===== config.mk =====
export PLATFORM = sky130hd
export DESIGN_NAME = uart_rx
export DESIGN_NICKNAME = d
export VERILOG_FILES = /design/src/rtl/uart_rx_pkg.sv /design/src/rtl/uart_bit_timer.sv /design/src/rtl/uart_rx.sv
export SDC_FILE = /design/constraint.sdc
export NUM_CORES = 1
export LEC_CHECK = 0
export ABC_AREA = 1
export ABC_CLOCK_PERIOD_IN_PS = 3700
export CAP_MARGIN = 20
export CORE_ASPECT_RATIO = 1.5
export CORE_MARGIN = 1.5
export CORE_UTILIZATION = 45
export DETAILED_ROUTE_END_ITERATION = 10
export GPL_TIMING_DRIVEN = 0
export PLACE_DENSITY_LB_ADDON = 0.25
export SYNTH_ARGS = -nofsm -noshare
export SYNTH_HDL_FRONTEND = slang
export SYNTH_SLANG_ARGS = --single-unit

===== constraint.sdc =====
create_clock -name clk_100 -period 3.7 [get_ports clk_100]
set_input_delay 0.555 -clock clk_100 [delete_from_list [all_inputs] [get_ports clk_100]]
set_output_delay 0.555 -clock clk_100 [all_outputs]
set_load 0.02 [all_outputs]

===== src/rtl/uart_rx_pkg.sv =====
// Shared UART definitions: frame constants and receiver state encoding.
package uart_rx_pkg;

    localparam int unsigned UART_DATA_BITS         = 8;
    localparam int unsigned UART_CLKS_PER_BIT_9600 = 10416;

    typedef enum logic [2:0] {
        StIdle  = 3'd0,
        StStart = 3'd1,
        StData  = 3'd2,
        StStop  = 3'd3,
        StBreak = 3'd4
    } state_e;

endpackage


===== src/rtl/uart_bit_timer.sv =====
// Bit-period counter with synchronous clear; strobes at mid-bit and at end of bit period.
module uart_bit_timer #(
    parameter int unsigned CLKS_PER_BIT = 16
) (
    input  logic clk_i,
    input  logic rst_ni,
    input  logic clear_i,
    output logic half_o,
    output logic full_o
);

    localparam int unsigned CntW = $clog2(CLKS_PER_BIT);
    localparam logic [CntW-1:0] HalfLast = CntW'(CLKS_PER_BIT / 2 - 1);
    localparam logic [CntW-1:0] FullLast = CntW'(CLKS_PER_BIT - 1);

    logic [CntW-1:0] cnt_q, cnt_d;

    always_comb begin
        half_o = (cnt_q == HalfLast);
        full_o = (cnt_q == FullLast);
        if (clear_i || full_o) begin
            cnt_d = '0;
        end else begin
            cnt_d = cnt_q + CntW'(1);
        end
    end

    always_ff @(posedge clk_i) begin
        if (!rst_ni) begin
            cnt_q <= '0;
        end else begin
            cnt_q <= cnt_d;
        end
    end

endmodule


===== src/rtl/uart_rx.sv =====
// 8N1 UART receiver: mid-bit sampling, valid/ack handshake, framing and overrun flags.
module uart_rx
    import uart_rx_pkg::*;
#(
    parameter int unsigned CLKS_PER_BIT = UART_CLKS_PER_BIT_9600,
    parameter int unsigned DATA_BITS    = UART_DATA_BITS
) (
    input  logic       clk_100,
    input  logic       rst_n,
    input  logic       rx,
    output logic [7:0] rx_data,
    output logic       rx_valid,
    input  logic       rx_ack,
    output logic       rx_overrun,
    output logic       rx_frame_err,
    output logic       rx_busy
);

    localparam logic [2:0] LastIdx = 3'(DATA_BITS - 1);

    state_e     state_q, state_d;
    logic       rx_meta_q, rx_s_q;
    logic [7:0] shift_q, shift_d;
    logic [2:0] idx_q, idx_d;
    logic [7:0] data_q, data_d;
    logic       valid_q, valid_d;
    logic       overrun_q, overrun_d;
    logic       frame_err_q, frame_err_d;
    logic       good_byte;
    logic       timer_clear, bit_half, bit_full;

    uart_bit_timer #(
        .CLKS_PER_BIT(CLKS_PER_BIT)
    ) u_bit_timer (
        .clk_i  (clk_100),
        .rst_ni (rst_n),
        .clear_i(timer_clear),
        .half_o (bit_half),
        .full_o (bit_full)
    );

    always_comb begin
        state_d     = state_q;
        shift_d     = shift_q;
        idx_d       = idx_q;
        frame_err_d = 1'b0;
        good_byte   = 1'b0;
        unique case (state_q)
            StIdle: begin
                idx_d = '0;
                if (!rx_s_q) state_d = StStart;
            end
            StStart: begin
                if (bit_half) state_d = rx_s_q ? StIdle : StData;
            end
            StData: begin
                if (bit_full) begin
                    shift_d = {rx_s_q, shift_q[7:1]};
                    idx_d   = idx_q + 3'd1;
                    if (idx_q == LastIdx) state_d = StStop;
                end
            end
            StStop: begin
                // Leaving at mid stop bit keeps a following start edge from being missed.
                if (bit_full) begin
                    if (rx_s_q) begin
                        good_byte = 1'b1;
                        state_d   = StIdle;
                    end else begin
                        frame_err_d = 1'b1;
                        state_d     = StBreak;
                    end
                end
            end
            StBreak: begin
                if (rx_s_q) state_d = StIdle;
            end
            default: state_d = StIdle;
        endcase
    end

    always_comb begin
        data_d    = data_q;
        valid_d   = valid_q;
        overrun_d = 1'b0;
        if (good_byte) begin
            if (!valid_q || rx_ack) begin
                data_d  = shift_q;
                valid_d = 1'b1;
            end else begin
                overrun_d = 1'b1;
            end
        end else if (rx_ack) begin
            valid_d = 1'b0;
        end
    end

    assign timer_clear = (state_q == StIdle) || (state_d != state_q);

    always_ff @(posedge clk_100) begin
        if (!rst_n) begin
            rx_meta_q   <= 1'b1;
            rx_s_q      <= 1'b1;
            state_q     <= StIdle;
            shift_q     <= '0;
            idx_q       <= '0;
            data_q      <= '0;
            valid_q     <= 1'b0;
            overrun_q   <= 1'b0;
            frame_err_q <= 1'b0;
        end else begin
            rx_meta_q   <= rx;
            rx_s_q      <= rx_meta_q;
            state_q     <= state_d;
            shift_q     <= shift_d;
            idx_q       <= idx_d;
            data_q      <= data_d;
            valid_q     <= valid_d;
            overrun_q   <= overrun_d;
            frame_err_q <= frame_err_d;
        end
    end

    assign rx_data      = data_q;
    assign rx_valid     = valid_q;
    assign rx_overrun   = overrun_q;
    assign rx_frame_err = frame_err_q;
    assign rx_busy      = (state_q != StIdle);

endmodule

==> results of run 1 <==
[final cells by class]
type                    count  area (µm²)  area share
repair buffers             15         150      0.0672
well taps                  45        56.3      0.0252
flip-flops and latches     41         821       0.368
plain buffers               4        22.5      0.0101
clock inverters             3        46.3      0.0207
inverters                  47         178      0.0796
multi-input cells         163         891       0.399
clock buffers               5        68.8      0.0308
[cell families (layout without fill, tap and decap cells)]
logic type / Yosys count / in the layout / synth area share
compound gates: 35 / 35 / 0.102
xor+xnor: 11 / 11 / 0.0504
fa+ha+maj: 3 / 3 / 0.0196
flops: 41 / 41 / 0.429
buf+inv: 51 / 74 / 0.105
simple gates: 114 / 114 / 0.294
[cell usage after synthesis (all sizes together)]
library cell | instances | area share
nand2 | 37 | 0.079
o211ai | 1 | 0.0039
o31ai | 1 | 0.0039
clkinv | 1 | 0.0026
nand3 | 12 | 0.034
a221oi | 1 | 0.0046
nor2 | 43 | 0.11
xor2 | 11 | 0.050
nor3 | 12 | 0.039
inv | 46 | 0.090
a211oi | 1 | 0.0039
ha | 3 | 0.020
or2 | 2 | 0.0065
nor4 | 2 | 0.0065
a21oi | 13 | 0.036
buf | 2 | 0.0079
a31oi | 1 | 0.0033
nand4 | 6 | 0.023
dfxtp | 41 | 0.43
clkbuf | 2 | 0.0039
o41ai | 1 | 0.0046
o21ai | 16 | 0.042
[layer usage]
metal | track usage | vias up
met3 | 0.0327 | 4
li1 | - | 848
met2 | 0.312 | 10
met1 | 0.182 | 713
met4 | 0.0584 | 0
met5 | 0 | -
[worst paths after layout]
check / startpoint / end / slack, ps
max reg2reg: u_bit_timer.cnt_q[0] / u_bit_timer.cnt_q[13] / 1870
min: rx_meta_q / rx_s_q / 420
min reg2reg: rx_meta_q / rx_s_q / 420
max: state_q[0] / rx_busy / 1530
[power by group through the flow]
stage / sequential, W / clock (W) / combinational [W]
floorplan: 0.000454 / 0 / 0.0000169
finish: 0.000444 / 0.000361 / 0.0000251
detailed placement: 0.000455 / 0 / 0.0000254
global placement: 0.000455 / 0 / 0.0000254
CTS: 0.000444 / 0.000370 / 0.0000254
global route: 0.000445 / 0.000390 / 0.0000285
[metrics by stage]
stage	utilization	power (W)
2_1_floorplan	-	0.000471
3_3_place_gp	0.530	0.000480
3_5_place_dp	0.530	0.000480
4_1_cts	0.559	0.000840
5_1_grt	0.559	0.000863
6_report	0.559	0.000830
[registers in the layout, indices dropped and copies added (netlist names)]
| name | cells |
|---|---|
| idx_q | 3 |
| rx_data | 8 |
| rx_frame_err | 1 |
| rx_meta_q | 1 |
| rx_overrun | 1 |
| rx_s_q | 1 |
| rx_valid | 1 |
| shift_q | 8 |
| state_q | 3 |
| u_bit_timer.cnt_q | 14 |
==> run_results.csv, run 1 <==
group,metric,value,unit
routing,wl_met3,64,µm
clock_tree,cts_sinks,41,
floorplanning,io_pins,16,
routing,vias,1575,
final_layout,drive_gt1_frac,0.137,
global_routing,overflow,0,
global_routing,grt_pass1_wl,6400,µm
pwr,p_sw,0.000176,W
run,maxCapViolCount,0,
floorplanning,die_area,4660,µm²
clock_tree,path_clk_slew,80,ps
synth,syn_nets,262,
routing,routed_wl,3620,µm
global_routing,antenna_found_initial,0,
final_layout,syn_to_final_growth,16.8,%
routing,wl_met2,1970,µm
sta,rsz0062_at_grt,"false",
placement,dp_slack,1630,ps
routing,vias_per_cell,4.88,
sta,setup_violations,0,
synth,syn-cell-area,1910,µm²
final_layout,final_common_cell,"inv_1",
final_layout,nets,284,
pwr,p_clk_frac,0.435,
synth,synth_cell_types,32,
sta,layout_setup_ws,1530,ps
sta,period_minus_slack,2170,ps
synth,avgSynthCellArea,7.50,µm²
worst_hold_path,hold_path_class,"flop to flop",
clock_tree,root_buffer,"clkbuf_8",
placement,gp_congestion,0.784,
final_layout,postLayoutCellArea,2230,µm²
sta,finalCritPeriodShare,0.588,
critical_path,cp_top_family,"buffers and inverters",
pwr,combPwrFrac,0.030,
pwr,p_seq_frac,0.535,
clock_tree,cts_resized,0,
pwr,peakVddDrop,0.321,mV
sta,slew_violations,0,
routing,routed.top_layer,"met4",
synth,ys_ff_latch,41,
routing,wl_per_cell,11.2,µm
placement,placed_cell_area,2120,µm²
sta,max_slew_margin,0.726,
placement,dp_hpwl,2760,µm
final_layout,n_antenna_cell,0,
floorplanning,die_y,82.8,µm
critical_path,worstPathRequired,3140,ps
pwr,swShare,0.212,
critical_path,rr_worst_depth,11,
sta,fin_worst_skew,6.99,ps
global_routing,grt_pass1_vias,1500,
routing,final_antenna_net_count,0,
floorplanning,coreArea,3990,µm²
synth,synthCells,255,
run_status,outcome,"finished, final reports clean",
routing,firstDrtPassIters,4,
floorplanning,start_util,0.479,
routing,initialDrtViolationCount,21,
sta,tns,0,ps
clock_tree,max-clock-path-buffers,2,
placement,io_buffers,15,
critical_path,slowest_delay,630,ps
critical_path,cp.buffers_inverters,1,
clock_tree,clk_latency,290,ps
global_routing,grt_max_degree,15,
clock_tree,cts_tree,"built",
routing,drc,0,
synth,ys_warn_count,0,
placement,post-place-cells,315,
final_layout,fin_cells,323,
critical_path,crit_cells,3,
floorplanning,std_cell_rows,28,
pwr,p_leak,0.878,nW
sta,worst-slew-pin-transition,411,ps
pwr,p_int,0.000654,W
critical_path,cp_max_fo,7,
sta,holdWs,420,ps
clock_tree,htree_levels,2,
clock_tree,post_cts_buffers,0,
synth,yosysSeqAreaShare,0.429,
sta,max_freq,0.460,GHz
critical_path,crit_arrival,1620,ps
clock_tree,cts_buffers,5,
floorplanning,die_x,56.2,µm
global_routing,grtUsageTotal,0.167,
sta,final-hold-violation-count,0,
pwr,pwr_density_cell,372,nW/µm²
final_layout,fill_cells,395,
critical_path,end_kind,"output pin",
final_layout,final_cell_mix,"43 x inv_1, 41 x dfxtp_1, 34 x nand2_1, 29 x nor2_1, 16 x o21ai_0",
critical_path,slowest_stage,"clkdlybuf4s50_1",
routing,wl_met1,1550,µm
worst_hold_path,hold_depth,1,
critical_path,crit_path_cell_trace,"nor2_1 -> nand2_1 -> clkdlybuf4s50_1",
clock_tree,hold_buffers,0,
critical_path,worst_setup_path_start_kind,"flop",
critical_path,critical_path_class,"flop to output pin",
Power figures use the tool's default switching activity.
==> run 2, diff against run 1 <==
Settings changed: ABC_CLOCK_PERIOD_IN_PS 3700 to 1800.
Clock period 3.7 ns to 1.8 ns, I/O delays scaled along.
==> run_results.csv, run 2 (synthesized netlist as in run 1, its figures left out) <==
group,metric,value,unit
run_status,outcome,"finished, final reports clean",
routing,wl_per_cell,11.3,µm
routing,initialDrtViolationCount,23,
final_layout,n_antenna_cell,0,
sta,fin_worst_skew,4.59,ps
final_layout,drive_gt1_frac,0.154,
global_routing,grtUsageTotal,0.168,
routing,firstDrtPassIters,6,
floorplanning,coreArea,3990,µm²
sta,worst-slew-pin-transition,417,ps
routing,vias_per_cell,4.93,
sta,slew_violations,0,
critical_path,crit_arrival,1860,ps
clock_tree,max-clock-path-buffers,2,
final_layout,final_cell_mix,"43 x inv_1, 39 x dfxtp_1, 34 x nand2_1, 28 x nor2_1",
sta,final-hold-violation-count,0,
sta,max_freq,0.597,GHz
final_layout,utilization,0.570,
global_routing,antenna_found_initial,0,
critical_path,cp_top_family,"simple AND/OR/NAND/NOR gates",
global_routing,grt_pass1_wl,6400,µm
run,maxCapViolCount,0,
pwr,p_leak,0.887,nW
critical_path,worstPathRequired,1990,ps
routing,routed_wl,3660,µm
critical_path,slowest_delay,370,ps
clock_tree,clk_latency,290,ps
critical_path,critical_path_class,"flop to flop",
critical_path,slowest_stage,"dfxtp_2",
critical_path,crit_path_cell_trace,"ha_4 -> nand3_4 -> nor2_2 -> nand2_2 -> nand2_1 -> o211ai_1 -> nand2_1 -> nor2_2 -> nand2_2 -> buf_8 -> nor2_2",
floorplanning,die_y,82.8,µm
critical_path,cp.buffers_inverters,1,
clock_tree,root_buffer,"clkbuf_8",
final_layout,syn_to_final_growth,19.2,%
floorplanning,io_pins,16,
final_layout,top_register,"u_bit_timer.cnt_q",
clock_tree,cts_tree,"built",
sta,finalCritPeriodShare,0.930,
routing,final_antenna_net_count,0,
critical_path,worst_setup_path_start_kind,"flop",
final_layout,nets,285,
final_layout,final_common_cell,"inv_1",
clock_tree,cts_buffers,5,
floorplanning,die_x,56.2,µm
placement,io_buffers,15,
worst_hold_path,hold_path_class,"flop to flop",
sta,layout_setup_ws,126,ps
sta,period_minus_slack,1670,ps
global_routing,overflow,0,
sta,tns,0,ps
floorplanning,die_area,4660,µm²
placement,dp_hpwl,2760,µm
pwr,pwr_density_cell,751,nW/µm²
critical_path,end_kind,"flop",
floorplanning,std_cell_rows,28,
floorplanning,start_util,0.479,
sta,max_slew_margin,0.722,
placement,gp_congestion,0.784,
global_routing,grt_pass1_vias,1495,
critical_path,crit_top_cell,"nor2_2",
pwr,peakVddDrop,0.660,mV
final_layout,postLayoutCellArea,2280,µm²
routing,drc,0,
placement,dp_slack,-32.4,ps
clock_tree,htree_levels,2,
clock_tree,cts_sinks,41,
sta,setup_violations,0,
placement,placed_cell_area,2120,µm²
clock_tree,hold_buffers,0,
global_routing,grt_max_degree,15,
clock_tree,path_clk_slew,80,ps
final_layout,largest_reg_flops,14,
routing,vias,1596,
critical_path,cp_max_fo,10,
## run 2: path summary, 6_finish.rpt
kind / start / end / slack [ps] / cells past startpoint
worst min register to register: rx_meta_q / rx_s_q / 420 / 1
worst max register to register: u_bit_timer.cnt_q[0] / u_bit_timer.cnt_q[13] / 130 / 11
worst min-delay path: rx_meta_q / rx_s_q / 420 / 1
worst max-delay path: u_bit_timer.cnt_q[0] / u_bit_timer.cnt_q[13] / 130 / 11
## run 2: through the flow
stage,hold slack [ps],instances,total power (W)
after floorplan,377,255,0.000969
final,421,324,0.00171
after global routing,431,324,0.00178
after detailed placement,406,315,0.000987
after CTS,425,323,0.00173
after global placement,394,315,0.000987
## run 2: worst reg2reg max path, cell delays in order (launching register included)
cell      delay (ps)
dfxtp_2          370
ha_4             180
nand3_4          120
nor2_2           140
nand2_2          100
nand2_1          120
o211ai_1         100
nand2_1           90
nor2_2            40
nand2_2          110
buf_8            170
nor2_2            40
## run 2: routing by layer
metal	vias up	share of wire	GRT usage
met5	-	0	0
met4	0	0.011	0.0584
met3	4	0.019	0.0327
met2	14	0.54	0.310
met1	728	0.43	0.185
li1	850	-	-
## run 2: final cells by class
type	count	area, µm²
inverter	47	178
buffer	4	26.3
clock buffer	5	68.8
clock inverter	3	46.3
sequential	41	823
fill	397	1720
tap	45	56.3
multi-input combinational	163	923
timing repair buffer	16	156
## run 2: what timing repair did
| action | in CTS | in global routing |
|---|---|---|
| pin swaps | 0 | 0 |
| setup buffers | 0 | 1 |
| gates resized for setup | 3 | 9 |
| setup endpoints to repair | 18 | 26 |
## run 2: power by group
group	internal, W	switching [W]	total, W
Sequential	0.000910	0.00000364	0.000914
Clock	0.000415	0.000330	0.000745
Combinational	0.0000201	0.0000321	0.0000522
